===== config.mk =====
export PLATFORM = sky130hd
export DESIGN_NAME = mmio_port_fifo
export DESIGN_NICKNAME = d
export VERILOG_FILES = /design/src/rtl/mmio_port_fifo.sv
export SDC_FILE = /design/constraint.sdc
export NUM_CORES = 1
export LEC_CHECK = 0
export ABC_AREA = 1
export ABC_CLOCK_PERIOD_IN_PS = 3200
export CORE_ASPECT_RATIO = 1.2
export CORE_MARGIN = 4
export CORE_UTILIZATION = 56
export DETAILED_ROUTE_END_ITERATION = 12
export GPL_ROUTABILITY_DRIVEN = 1
export GPL_TIMING_DRIVEN = 0
export HOLD_SLACK_MARGIN = 0.05
export PLACE_DENSITY = 0.74
export SLEW_MARGIN = 5
export SYNTH_ARGS = -nofsm -noshare
export SYNTH_HDL_FRONTEND = slang
export SYNTH_SLANG_ARGS = --single-unit

===== constraint.sdc =====
create_clock -name clk -period 3.2 [get_ports clk]
set_input_delay 0.48 -clock clk [delete_from_list [all_inputs] [get_ports clk]]
set_output_delay 0.48 -clock clk [all_outputs]
set_load 0.02 [all_outputs]

===== src/rtl/mmio_port_fifo.sv =====
// mmio_port_fifo: TX/RX FIFO peripheral on one MMIO port pair (optional irq via MMIO_PORT_FIFO_IRQ_EN).
// Latency: TX word pushed at edge N is on tx_data after N; RX head/status are combinational from FIFO state.
// Backpressure: TX push into a full FIFO is dropped and flagged; rx_ready drops while the RX FIFO is full.

// Circular buffer with a flush that takes priority over pop and still accepts a same-cycle push.
module mmio_port_fifo_buf #(
    parameter int W  = 16,
    parameter int AW = 3
) (
    input  logic          clk,
    input  logic          rst,
    input  logic          flush,
    input  logic          push,
    input  logic          pop,
    input  logic [W-1:0]  wr_dat,
    output logic [W-1:0]  head_dat,
    output logic [AW:0]   count,
    output logic [AW:0]   count_nxt,
    output logic          full,
    output logic          empty
);
    localparam int CW    = AW + 1;
    localparam int DEPTH = 1 << AW;

    logic [W-1:0]  mem_q [DEPTH];
    logic [AW-1:0] wptr_q, wptr_d, rptr_q, rptr_d, wr_addr;
    logic [AW:0]   cnt_q, cnt_d;
    logic          wr_en;

    // Next pointers/count; caller only pushes when not full (or flushing) and pops when not empty.
    always_comb begin
        wptr_d  = wptr_q;
        rptr_d  = rptr_q;
        cnt_d   = cnt_q;
        wr_en   = 1'b0;
        wr_addr = wptr_q;
        if (flush) begin
            rptr_d  = '0;
            wptr_d  = '0;
            cnt_d   = '0;
            wr_addr = '0;
            if (push) begin
                wr_en  = 1'b1;
                wptr_d = AW'(1);
                cnt_d  = CW'(1);
            end
        end else begin
            if (push) begin
                wr_en  = 1'b1;
                wptr_d = wptr_q + AW'(1);
            end
            if (pop) begin
                rptr_d = rptr_q + AW'(1);
            end
            case ({push, pop})
                2'b10:   cnt_d = cnt_q + CW'(1);
                2'b01:   cnt_d = cnt_q - CW'(1);
                default: cnt_d = cnt_q;
            endcase
        end
    end

    // Pointer and count registers.
    always_ff @(posedge clk) begin
        if (rst) begin
            wptr_q <= '0;
            rptr_q <= '0;
            cnt_q  <= '0;
        end else begin
            wptr_q <= wptr_d;
            rptr_q <= rptr_d;
            cnt_q  <= cnt_d;
        end
    end

    // Storage array; contents are don't-care until written.
    always_ff @(posedge clk) begin
        if (wr_en) begin
            mem_q[wr_addr] <= wr_dat;
        end
    end

    assign head_dat  = mem_q[rptr_q];
    assign count     = cnt_q;
    assign count_nxt = cnt_d;
    assign full      = (cnt_q == CW'(DEPTH));
    assign empty     = (cnt_q == '0);
endmodule

module mmio_port_fifo #(
    parameter int DEPTH_LOG2 = 3
) (
    input  logic        clk,
    input  logic        rst,
    input  logic [15:0] port_out_even,
    input  logic [15:0] port_out_odd,
    input  logic        port_write,
    input  logic        port_read,
    output logic [15:0] port_in_even,
    output logic [15:0] port_in_odd,
    output logic        tx_valid,
    output logic [15:0] tx_data,
    input  logic        tx_ready,
    input  logic        rx_valid,
    input  logic [15:0] rx_data,
    output logic        rx_ready
`ifdef MMIO_PORT_FIFO_IRQ_EN
    ,
    output logic        irq
`endif
);
    logic [15:0]         tx_head, rx_head;
    logic [DEPTH_LOG2:0] tx_cnt, tx_cnt_nxt, rx_cnt, rx_cnt_nxt;
    logic                tx_full, tx_empty, rx_full, rx_empty;
    logic                cmd_clr, cmd_txf, cmd_rxf;
    logic                tx_push, tx_pop, tx_ovf_evt;
    logic                rx_push, rx_pop, rx_unf_evt;
    logic                tx_ovf_q, tx_ovf_d, rx_unf_q, rx_unf_d;
    logic [1:0]          ie_bits;

    assign cmd_clr = port_write & port_out_odd[0];
    assign cmd_txf = port_write & port_out_odd[1];
    assign cmd_rxf = port_write & port_out_odd[2];

    // A flush in the same strobe frees the FIFO, so the push is never rejected then.
    assign tx_push    = port_write & (~tx_full | cmd_txf);
    assign tx_ovf_evt = port_write & tx_full & ~cmd_txf;
    assign tx_pop     = tx_valid & tx_ready;

    assign rx_ready   = ~rx_full;
    assign rx_push    = rx_valid & rx_ready;
    assign rx_pop     = port_read & ~rx_empty;
    assign rx_unf_evt = port_read & rx_empty;

    mmio_port_fifo_buf #(.W(16), .AW(DEPTH_LOG2)) u_tx (
        .clk(clk), .rst(rst), .flush(cmd_txf), .push(tx_push), .pop(tx_pop),
        .wr_dat(port_out_even), .head_dat(tx_head), .count(tx_cnt),
        .count_nxt(tx_cnt_nxt), .full(tx_full), .empty(tx_empty)
    );

    mmio_port_fifo_buf #(.W(16), .AW(DEPTH_LOG2)) u_rx (
        .clk(clk), .rst(rst), .flush(cmd_rxf), .push(rx_push), .pop(rx_pop),
        .wr_dat(rx_data), .head_dat(rx_head), .count(rx_cnt),
        .count_nxt(rx_cnt_nxt), .full(rx_full), .empty(rx_empty)
    );

    // Sticky error flags: clear first, then a new event in the same cycle wins.
    always_comb begin
        tx_ovf_d = tx_ovf_q;
        rx_unf_d = rx_unf_q;
        if (cmd_clr) begin
            tx_ovf_d = 1'b0;
            rx_unf_d = 1'b0;
        end
        if (tx_ovf_evt) tx_ovf_d = 1'b1;
        if (rx_unf_evt) rx_unf_d = 1'b1;
    end

    // Sticky flag registers.
    always_ff @(posedge clk) begin
        if (rst) begin
            tx_ovf_q <= 1'b0;
            rx_unf_q <= 1'b0;
        end else begin
            tx_ovf_q <= tx_ovf_d;
            rx_unf_q <= rx_unf_d;
        end
    end

`ifdef MMIO_PORT_FIFO_IRQ_EN
    logic ie_rx_q, ie_rx_d, ie_tx_q, ie_tx_d, irq_q, irq_d;

    // Interrupt enables load on every write; irq looks at post-update FIFO state.
    always_comb begin
        ie_rx_d = ie_rx_q;
        ie_tx_d = ie_tx_q;
        if (port_write) begin
            ie_rx_d = port_out_odd[4];
            ie_tx_d = port_out_odd[5];
        end
        irq_d = (ie_rx_d & (rx_cnt_nxt != '0)) | (ie_tx_d & (tx_cnt_nxt == '0));
    end

    // Interrupt enable and output registers.
    always_ff @(posedge clk) begin
        if (rst) begin
            ie_rx_q <= 1'b0;
            ie_tx_q <= 1'b0;
            irq_q   <= 1'b0;
        end else begin
            ie_rx_q <= ie_rx_d;
            ie_tx_q <= ie_tx_d;
            irq_q   <= irq_d;
        end
    end

    assign irq     = irq_q;
    assign ie_bits = {ie_tx_q, ie_rx_q};
    wire unused_cmd = ^{port_out_odd[15:6], port_out_odd[3]};
`else
    assign ie_bits = 2'b00;
    wire unused_cmd = ^{port_out_odd[15:3], tx_cnt, tx_cnt_nxt, rx_cnt_nxt};
`endif

    assign tx_valid     = ~tx_empty;
    assign tx_data      = tx_empty ? 16'h0000 : tx_head;
    assign port_in_odd  = rx_empty ? 16'h0000 : rx_head;
    assign port_in_even = {8'(rx_cnt), ie_bits, rx_unf_q, tx_ovf_q,
                           rx_empty, rx_full, tx_empty, tx_full};
endmodule

==> flow_summary.yaml, run 1 <==
sta:
  tightest_slew_ns: 0.939
  skew_ns: 0.0189
  max_freq_ghz: 0.321
  fin_crit_sh_pct: 97.4
  setup_slack_ns: 0.0824
  rsz0062_at_grt: "yes"
  finalSetupViolations: 0
  slew_headroom_pct: 37.1
  timing_hold_violations_final: 0
  min_period_ns: 3.12
  timing.hold.ws_ns: 0.462
  slew_viol_final: 0
placed_design:
  dp.cells: 1344
  io_buffers: 84
  hpwlAfterDp_um: 18200
  preCtsSetupSlack_ns: 0.169
  routabilityCongestion: 0.844
route:
  drt-initial-drc-count: 683
  routedWlPerCell_um: 19.4
  finalWirelength_um: 27100
  ant_nets: 0
  vias_per_cell: 5.74
  vias: 8002
  drt-pass1-iter-count: 6
  drcViolationCount: 0
logic_synthesis:
  ys_ff_latch: 284
  synth_edf_count: 256
  synth.top_cell.area_share_pct: 66.4
  yosysSeqAreaShare_pct: 71.3
  synth.top_cells.by_area: "edfxtp_1 (66%), nor2_1 (6.8%), o21ai_0 (6.8%)"
  synthFlopType: "edfxtp_1"
  synth_cell_types: 38
  async_flop_share_pct: 0
  yosysTopAreaCell: "edfxtp_1"
  synth_area_um2: 11600
  ys_warn_count: 0
  avgSynthCellArea_um2: 11.9
  synthCells: 973
power:
  power_uw: 8510
  p_seq_share_pct: 49.2
  clkPwrFrac_pct: 36.1
  switching_share_pct: 25.0
  p_sw_uw: 2120
  p_leak_uw: 0.00515
  p_per_area_nw_per_um2: 608
  ir_worst_vdd_uv: 496
  p_comb_share_pct: 14.7
  cellInternalPower_uw: 6380
final_layout:
  syn_to_final_growth_pct: 20.8
  final_nets: 1169
  drive_gt1_share_pct: 14.1
  utilization_pct: 69.0
  diodes: 0
  fin_cells: 1394
die:
  rows: 57
  dieArea_um2: 23000
  initial_core_util_pct: 57.1
  pin_count: 104
  core_um2: 20300
  die_x_um: 139
  die_h_um: 165
clock_tree:
  cts_tree: "built"
  clock_latency_ns: 0.54
  root_buffer: "clkbuf_16"
  cts_buffer_depth: 3
  htreeDepth: 1
  cts_buffers: 27
  ctsHoldBuffers: 0
  clk_pin_slew_ns: 0.06
  post_cts_buffers: 0
  clock_sinks: 284
global_routing:
  overflow: 0
  antenna_found_initial: 0
  grt_pass1_wl_um: 40500
  grt_pass1_vias: 7645
  grt_max_degree: 17
  grtUsageTotal_pct: 22.6
outcome:
  status: "finished clean"
setup_path:
  arrival_ns: 2.64
  critPathMaxFanout: 10
  reg2reg_from: "u_tx.count[1]"
  r2r_end: "u_tx.mem_q[6][7]"
  worstSetupPathType: "reg2out"
  crit_path_end_kind: "primary output"
  worstSetupStartpointType: "register"
  reg2reg_depth: 6
  critical_path_required_ns: 2.72
  reg2reg_slack_ns: 0.89
job:
  timing.max_cap.violations: 0
min_path:
  hp-start: "rx_unf_q"
  hold_end: "rx_unf_q"
  min_path_type: "reg2reg"
  hold_depth: 2
## power groups by stage
stage	Sequential [µW]	Clock, µW	Combinational [µW]
final	4190	3070	1250
after global routing	4190	3280	1350
after CTS	4190	3100	1260
after detailed placement	4260	0	1250
after global placement	4260	0	1200
after floorplan	4260	0	691
## layout make-up
cell class,count,area [µm²]
clock inverter,19,163
timing repair buffer,101,1090
tap,265,332
fill,1449,6270
multi-input combinational,587,2950
buffer,60,329
inverter,47,179
clock buffer,31,691
sequential,284,8250
## worst max-delay path by stage
| stage | startpoint | to | slack [ns] | depth (start not counted) |
|---|---|---|---|---|
| after floorplan | port_out_odd[1] | u_tx.mem_q[2][0] | 0.70 | 5 |
| after global placement | port_write | u_tx.mem_q[0][10] | -1.13 | 6 |
| after detailed placement | port_write | u_tx.mem_q[6][9] | 0.17 | 7 |
| after CTS | register | tx_data[2] | 0.004 | 8 |
| after global routing | register | tx_data[14] | -0.07 | 8 |
| final | register | port_in_odd[1] | 0.08 | 8 |
## kinds of logic after synthesis
group                      share of synthesized area [%]
DFF                                                 71.3
and+or+nand+nor                                     11.6
buffers and inverters                               3.96
other                                             0.0324
adders and majority gates                          0.757
AOI/OAI and AO/OA                                   12.2
xor gates and xnor gates                           0.216
## cell usage in the layout (no fill, tap or decap), drive strengths merged, types with 2 or more instances in the layout
master         synthesis  layout
edfxtp               256     256
nor2                 218     218
o21ai                167     167
clkbuf                30      65
clkdlybuf4s50          0      63
nand2                 60      60
inv                   47      48
buf                   30      43
a31oi                 33      33
o22ai                 32      32
dfxtp                 28      28
a21oi                 23      23
dlymetal6s2s           0      19
nand3                 18      18
clkinv                 0      15
nor3                  11      11
ha                     7       7
conb                   1       6
bufinv                 0       3
or2                    2       2
nor3b                  2       2
dlygate4sd2            0       2
xor2                   2       2
## per-layer routing
layer  track usage (%)  up-vias  wire (µm)
li1                  -     3750          -
met4              9.21        0        768
met5                 0        -          0
met1              26.5     3829       9950
met3              3.49       63       1990
met2              41.9      360      14400
## cells in the mapped netlist (6+ instances only)
cell,n
buf_1,11
edfxtp_1,256
inv_2,8
nand2_2,8
o21ai_0,157
clkbuf_1,30
ha_1,7
dfxtp_1,28
buf_4,12
nand2_1,48
nor3_1,11
nor2_2,6
a21oi_1,19
nand3_1,14
o22ai_1,32
o21ai_1,10
a31oi_1,33
inv_1,38
nor2_1,210
buf_2,7
## repair_timing
item | in CTS | in global routing
resized for setup | 29 | 31
pin swaps | 0 | 0
setup endpoints to repair | 30 | 28
gates cloned | 0 | 0
## metrics by stage
step / setup TNS, ns / cell area [µm²]
after floorplan: 0 / 11600
after global routing: -0.113 / 14000
after global placement: -115.60 / 12800
final: 0 / 14000
after CTS: 0 / 13900
after detailed placement: 0 / 13000
## registers in the layout, summed over array words and instances, names as in the netlist, named ones only
name         cells
u_tx.mem_q     128
u_tx.wptr_q      3
u_tx.count       4
u_rx.rptr_q      3
tx_ovf_q         1
rx_unf_q         1
u_rx.count       4
u_rx.mem_q     128
u_tx.rptr_q      3
u_rx.wptr_q      3
## critical path, stage by stage, from the launching register on
cell and delay [ns]:
dfxtp_1 0.33, buf_2 0.18, inv_2 0.15, clkbuf_4 0.25, nor2_1 0.06, o22ai_1 0.15
o21ai_0 0.14, a31oi_1 0.21, clkdlybuf4s50_1 0.64
Note: power is estimated with default switching activity, not from simulation.
==> inputs of run 2 (changes only) <==
--- a/config.mk
+++ b/config.mk
@@ -7,6 +7,7 @@
 export LEC_CHECK = 0
 export ABC_AREA = 1
 export ABC_CLOCK_PERIOD_IN_PS = 3200
+export CAP_MARGIN = 20
 export CORE_ASPECT_RATIO = 1.2
 export CORE_MARGIN = 4
 export CORE_UTILIZATION = 56
==> flow_summary.yaml, run 2 (synthesized netlist as in run 1, its figures left out) <==
power:
  switching_share_pct: 25.1
  p_leak_uw: 0.00513
  p_per_area_nw_per_um2: 603
  clkPwrFrac_pct: 35.4
  p_sw_uw: 2120
  p_seq_share_pct: 49.7
  p_comb_share_pct: 14.8
  ir_worst_vdd_uv: 556
  cellInternalPower_uw: 6300
sta:
  skew_ns: 0.0152
  timing_hold_violations_final: 0
  tightest_slew_ns: 0.965
  min_period_ns: 3.14
  rsz0062_at_grt: "no"
  fin_crit_sh_pct: 98.0
  slew_headroom_pct: 35.6
  max_freq_ghz: 0.319
  finalSetupViolations: 0
  slew_viol_final: 0
  setup_slack_ns: 0.0632
setup_path:
  critical_path_required_ns: 2.72
  crit_path_end_kind: "primary output"
  critPathMaxFanout: 10
  worstSetupPathType: "reg2out"
  worstSetupStartpointType: "register"
  arrival_ns: 2.66
route:
  vias: 7935
  drt-pass1-iter-count: 5
  drt-initial-drc-count: 675
  routedWlPerCell_um: 19.5
  vias_per_cell: 5.70
  finalWirelength_um: 27100
  drcViolationCount: 0
  ant_nets: 0
die:
  pin_count: 104
  dieArea_um2: 23000
  die_x_um: 139
  rows: 57
  initial_core_util_pct: 57.1
  die_h_um: 165
  core_um2: 20300
clock_tree:
  cts_buffers: 27
  clock_sinks: 284
  clock_latency_ns: 0.53
  htreeDepth: 1
  clk_pin_slew_ns: 0.06
  cts_buffer_depth: 3
  ctsHoldBuffers: 0
  cts_tree: "built"
  root_buffer: "clkbuf_16"
final_layout:
  top_regs: "u_rx.mem_q (128), u_tx.mem_q (128)"
  syn_to_final_growth_pct: 20.5
  stdcell_area_um2: 13900
  diodes: 0
  final_common_cell: "edfxtp_1"
  nFillCells: 1452
  final_nets: 1169
  final_cell_mix: "edfxtp_1 (256), nor2_1 (201), o21ai_0 (157)"
  drive_gt1_share_pct: 14.0
  fin_cells: 1393
placed_design:
  place_area_um2: 13000
  routabilityCongestion: 0.844
  hpwlAfterDp_um: 18200
  dp.cells: 1344
  io_buffers: 84
  preCtsSetupSlack_ns: 0.168
global_routing:
  grt_max_degree: 17
  grt_pass1_wl_um: 40500
  grt_pass1_vias: 7547
  antenna_found_initial: 0
  overflow: 0
  grtUsageTotal_pct: 22.6
job:
  timing.max_cap.violations: 0
outcome:
  status: "finished clean"
min_path:
  min_path_type: "reg2reg"
[run 2: cell type report]
class	instances	area (µm²)	area share [%]
flip-flops and latches	284	8250	59.1
multi-input cells	587	2950	21.1
repair buffers	101	1090	7.83
clock buffers	32	694	4.98
well taps	265	332	2.38
plain buffers	60	327	2.34
inverters	47	179	1.28
clock inverters	17	128	0.915
[run 2: metal layers]
| layer | part of all wire [%] | vias up | global-route usage [%] |
|---|---|---|---|
| li1 | - | 3747 | - |
| met1 | 38 | 3794 | 27.0 |
| met2 | 53 | 327 | 42.0 |
| met3 | 6.5 | 67 | 3.14 |
| met4 | 3.0 | 0 | 8.14 |
| met5 | 0 | - | 0 |
[run 2: power groups by stage]
stage | logic, µW | registers, µW | clock network, µW
after floorplan | 691 | 4260 | 0
after global placement | 1200 | 4260 | 0
after detailed placement | 1250 | 4270 | 0
after CTS | 1260 | 4190 | 3000
after global routing | 1350 | 4190 | 3180
final | 1250 | 4190 | 2980
[run 2: worst paths after layout]
check                              startpoint                to  slack [ns]  cells past startpoint
worst max register to register  u_tx.count[1]  u_tx.mem_q[6][7]        0.83                      6
worst min-delay path                 rx_unf_q          rx_unf_q        0.46                      2
worst min register to register       rx_unf_q          rx_unf_q        0.46                      2
worst max-delay path                 register       tx_data[13]        0.06                      7
[run 2: timing repair]
action                     in CTS  in global routing
setup buffers                   0                  0
gates resized for setup        27                 35
setup endpoints to repair      32                 28
pin swaps                       0                  0
gates cloned                    0                  0
[run 2: worst max-delay path: stages, from the launching register on]
cell and delay [ns]:
dfxtp_1 0.35, buf_2 0.22, buf_2 0.29, o21ai_0 0.15, o22ai_1 0.22, o21ai_0 0.11, a31oi_1 0.17, clkdlybuf4s50_1 0.62
[run 2: per-stage QoR]
step / hold slack, ns / power [µW] / utilization, % / TNS [ns]
after floorplan: 0.444 / 4950 / - / 0
after global placement: 0.454 / 5460 / 63.0 / -115.60
after detailed placement: 0.461 / 5510 / 64.3 / 0
after CTS: 0.469 / 8440 / 68.6 / 0
after global routing: 0.493 / 8720 / 68.9 / 0
final: 0.464 / 8420 / 68.9 / 0
==> inputs of run 3 (changes only) <==
--- a/config.mk
+++ b/config.mk
@@ -6,10 +6,10 @@
 export NUM_CORES = 1
 export LEC_CHECK = 0
 export ABC_AREA = 1
-export ABC_CLOCK_PERIOD_IN_PS = 3200
+export ABC_CLOCK_PERIOD_IN_PS = 3100
 export CAP_MARGIN = 20
 export CORE_ASPECT_RATIO = 1.2
-export CORE_MARGIN = 4
+export CORE_MARGIN = 5
 export CORE_UTILIZATION = 56
 export DETAILED_ROUTE_END_ITERATION = 12
 export GPL_ROUTABILITY_DRIVEN = 1
==> constraint.sdc (replaced) <==
create_clock -name clk -period 3.1 [get_ports clk]
set_input_delay 0.465 -clock clk [delete_from_list [all_inputs] [get_ports clk]]
set_output_delay 0.465 -clock clk [all_outputs]
set_load 0.02 [all_outputs]
==> flow_summary.yaml, run 3 (synthesized netlist as in run 1, its figures left out) <==
outcome:
  status: "finished clean"
setup_path:
  worstSetupPathType: "reg2out"
  reg2reg_depth: 6
  crit_path_end_kind: "primary output"
  critPathMaxFanout: 10
  critical_path_required_ns: 2.63
  arrival_ns: 2.47
  worstSetupStartpointType: "register"
  r2r_end: "u_tx.mem_q[2][1]"
  reg2reg_from: "u_tx.count[1]"
  reg2reg_slack_ns: 0.80
sta:
  fin_crit_sh_pct: 94.8
  setup_slack_ns: 0.161
  finalSetupViolations: 0
  timing_hold_violations_final: 0
  tightest_slew_ns: 0.923
  skew_ns: 0.0191
  slew_viol_final: 0
  rsz0062_at_grt: "no"
  fin_setup_tns_ns: 0
  max_freq_ghz: 0.340
  min_period_ns: 2.94
  slew_headroom_pct: 38.1
clock_tree:
  ctsHoldBuffers: 0
  cts_buffers: 27
  clock_sinks: 284
  cts_buffer_depth: 3
  clock_latency_ns: 0.54
  cts_tree: "built"
  clk_pin_slew_ns: 0.07
  htreeDepth: 1
  root_buffer: "clkbuf_16"
  post_cts_buffers: 0
power:
  cellInternalPower_uw: 6680
  ir_worst_vdd_uv: 472
  p_sw_uw: 2260
  p_comb_share_pct: 14.1
  clkPwrFrac_pct: 37.6
  p_per_area_nw_per_um2: 638
  switching_share_pct: 25.3
  p_seq_share_pct: 48.3
  p_leak_uw: 0.00518
min_path:
  hold_depth: 2
  hp-start: "tx_ovf_q"
  hold_end: "tx_ovf_q"
  min_path_type: "reg2reg"
final_layout:
  final_common_cell: "edfxtp_1"
  drive_gt1_share_pct: 15.0
  nFillCells: 1427
  utilization_pct: 69.0
  final_nets: 1168
  syn_to_final_growth_pct: 21.1
  fin_cells: 1393
  diodes: 0
  top_regs: "u_rx.mem_q (128), u_tx.mem_q (128)"
  final_cell_mix: "edfxtp_1 (256), nor2_1 (201), o21ai_0 (157)"
  stdcell_area_um2: 14000
route:
  finalWirelength_um: 26600
  met2_length_um: 13900
  routedWlPerCell_um: 19.1
  drcViolationCount: 0
  drt-pass1-iter-count: 5
  vias: 7947
  drt-initial-drc-count: 739
  ant_nets: 0
  vias_per_cell: 5.70
  highest_layer: "met4"
  wl_met3_um: 1830
  wl_met1_um: 9940
placed_design:
  io_buffers: 84
  preCtsSetupSlack_ns: 0.0981
  dp.cells: 1343
  place_area_um2: 13000
  routabilityCongestion: 0.850
  hpwlAfterDp_um: 18200
die:
  die_h_um: 167
  core_um2: 20300
  die_x_um: 141
  initial_core_util_pct: 56.9
  rows: 57
  pin_count: 104
  dieArea_um2: 23700
global_routing:
  grt_pass1_vias: 7791
  grt_max_degree: 17
  grtUsageTotal_pct: 21.9
  antenna_found_initial: 0
  overflow: 0
  grt_pass1_wl_um: 40600
job:
  timing.max_cap.violations: 0
[run 3: cell types whose count changed in the layout (fill, tap and decap cells not counted), sizes merged]
cell           before  now
inv                47   49
clkinv             13    7
dlymetal6s2s       19   18
clkbuf             64   62
clkinvlp            2    7
bufinv              2    4
dlygate4sd2         2   14
clkdlybuf4s50      63   52
buf                45   44
[run 3: metal layers]
| metal | vias up | track usage (%) |
|---|---|---|
| met5 | - | 0 |
| met4 | 0 | 9.36 |
| met3 | 70 | 3.37 |
| met2 | 355 | 39.1 |
| met1 | 3773 | 26.3 |
| li1 | 3749 | - |
[run 3: cell type report]
class	instances	area [µm²]	area share, %
flip-flops and latches	284	8250	58.8
multi-input cells	587	2950	21.0
repair buffers	100	1060	7.53
plain buffers	60	333	2.37
clock buffers	30	687	4.90
inverters	47	179	1.28
clock inverters	20	240	1.71
well taps	265	332	2.36
[run 3: worst max path at each step]
stage / slack (ns) / startpoint / to
6_report: 0.16 / register / tx_data[1]
5_1_grt: 0.04 / register / port_in_odd[11]
4_1_cts: 0.001 / register / port_in_odd[0]
3_5_place_dp: 0.1 / port_write / u_tx.mem_q[0][6]
3_3_place_gp: -1.13 / port_write / u_tx.mem_q[0][6]
2_1_floorplan: 0.61 / port_out_odd[1] / u_tx.mem_q[2][0]
[run 3: power groups by stage]
stage,clock network (µW),registers [µW],logic [µW]
after CTS,3400,4320,1270
after global routing,3580,4330,1360
after global placement,0,4400,1240
final,3360,4320,1260
after detailed placement,0,4400,1280
after floorplan,0,4400,714
[run 3: stage by stage]
| stage | hold WS (ns) | power (µW) |
|---|---|---|
| after floorplan | 0.444 | 5110 |
| after global placement | 0.453 | 5640 |
| after detailed placement | 0.458 | 5680 |
| after CTS | 0.468 | 9000 |
| after global routing | 0.493 | 9260 |
| final | 0.473 | 8940 |
[run 3: what timing repair did]
item	CTS	global route
resized for setup	48	22
setup endpoints to repair	32	18
gates cloned	0	0
[run 3: worst max-delay path, cell delays in order, from the launching register on]
cell and delay (ns):
dfxtp_1 0.34, buf_2 0.19, inv_2 0.16, buf_4 0.22
nor2_1 0.05, o22ai_1 0.18, o21ai_0 0.15, a31oi_1 0.27
dlygate4sd2_1 0.38
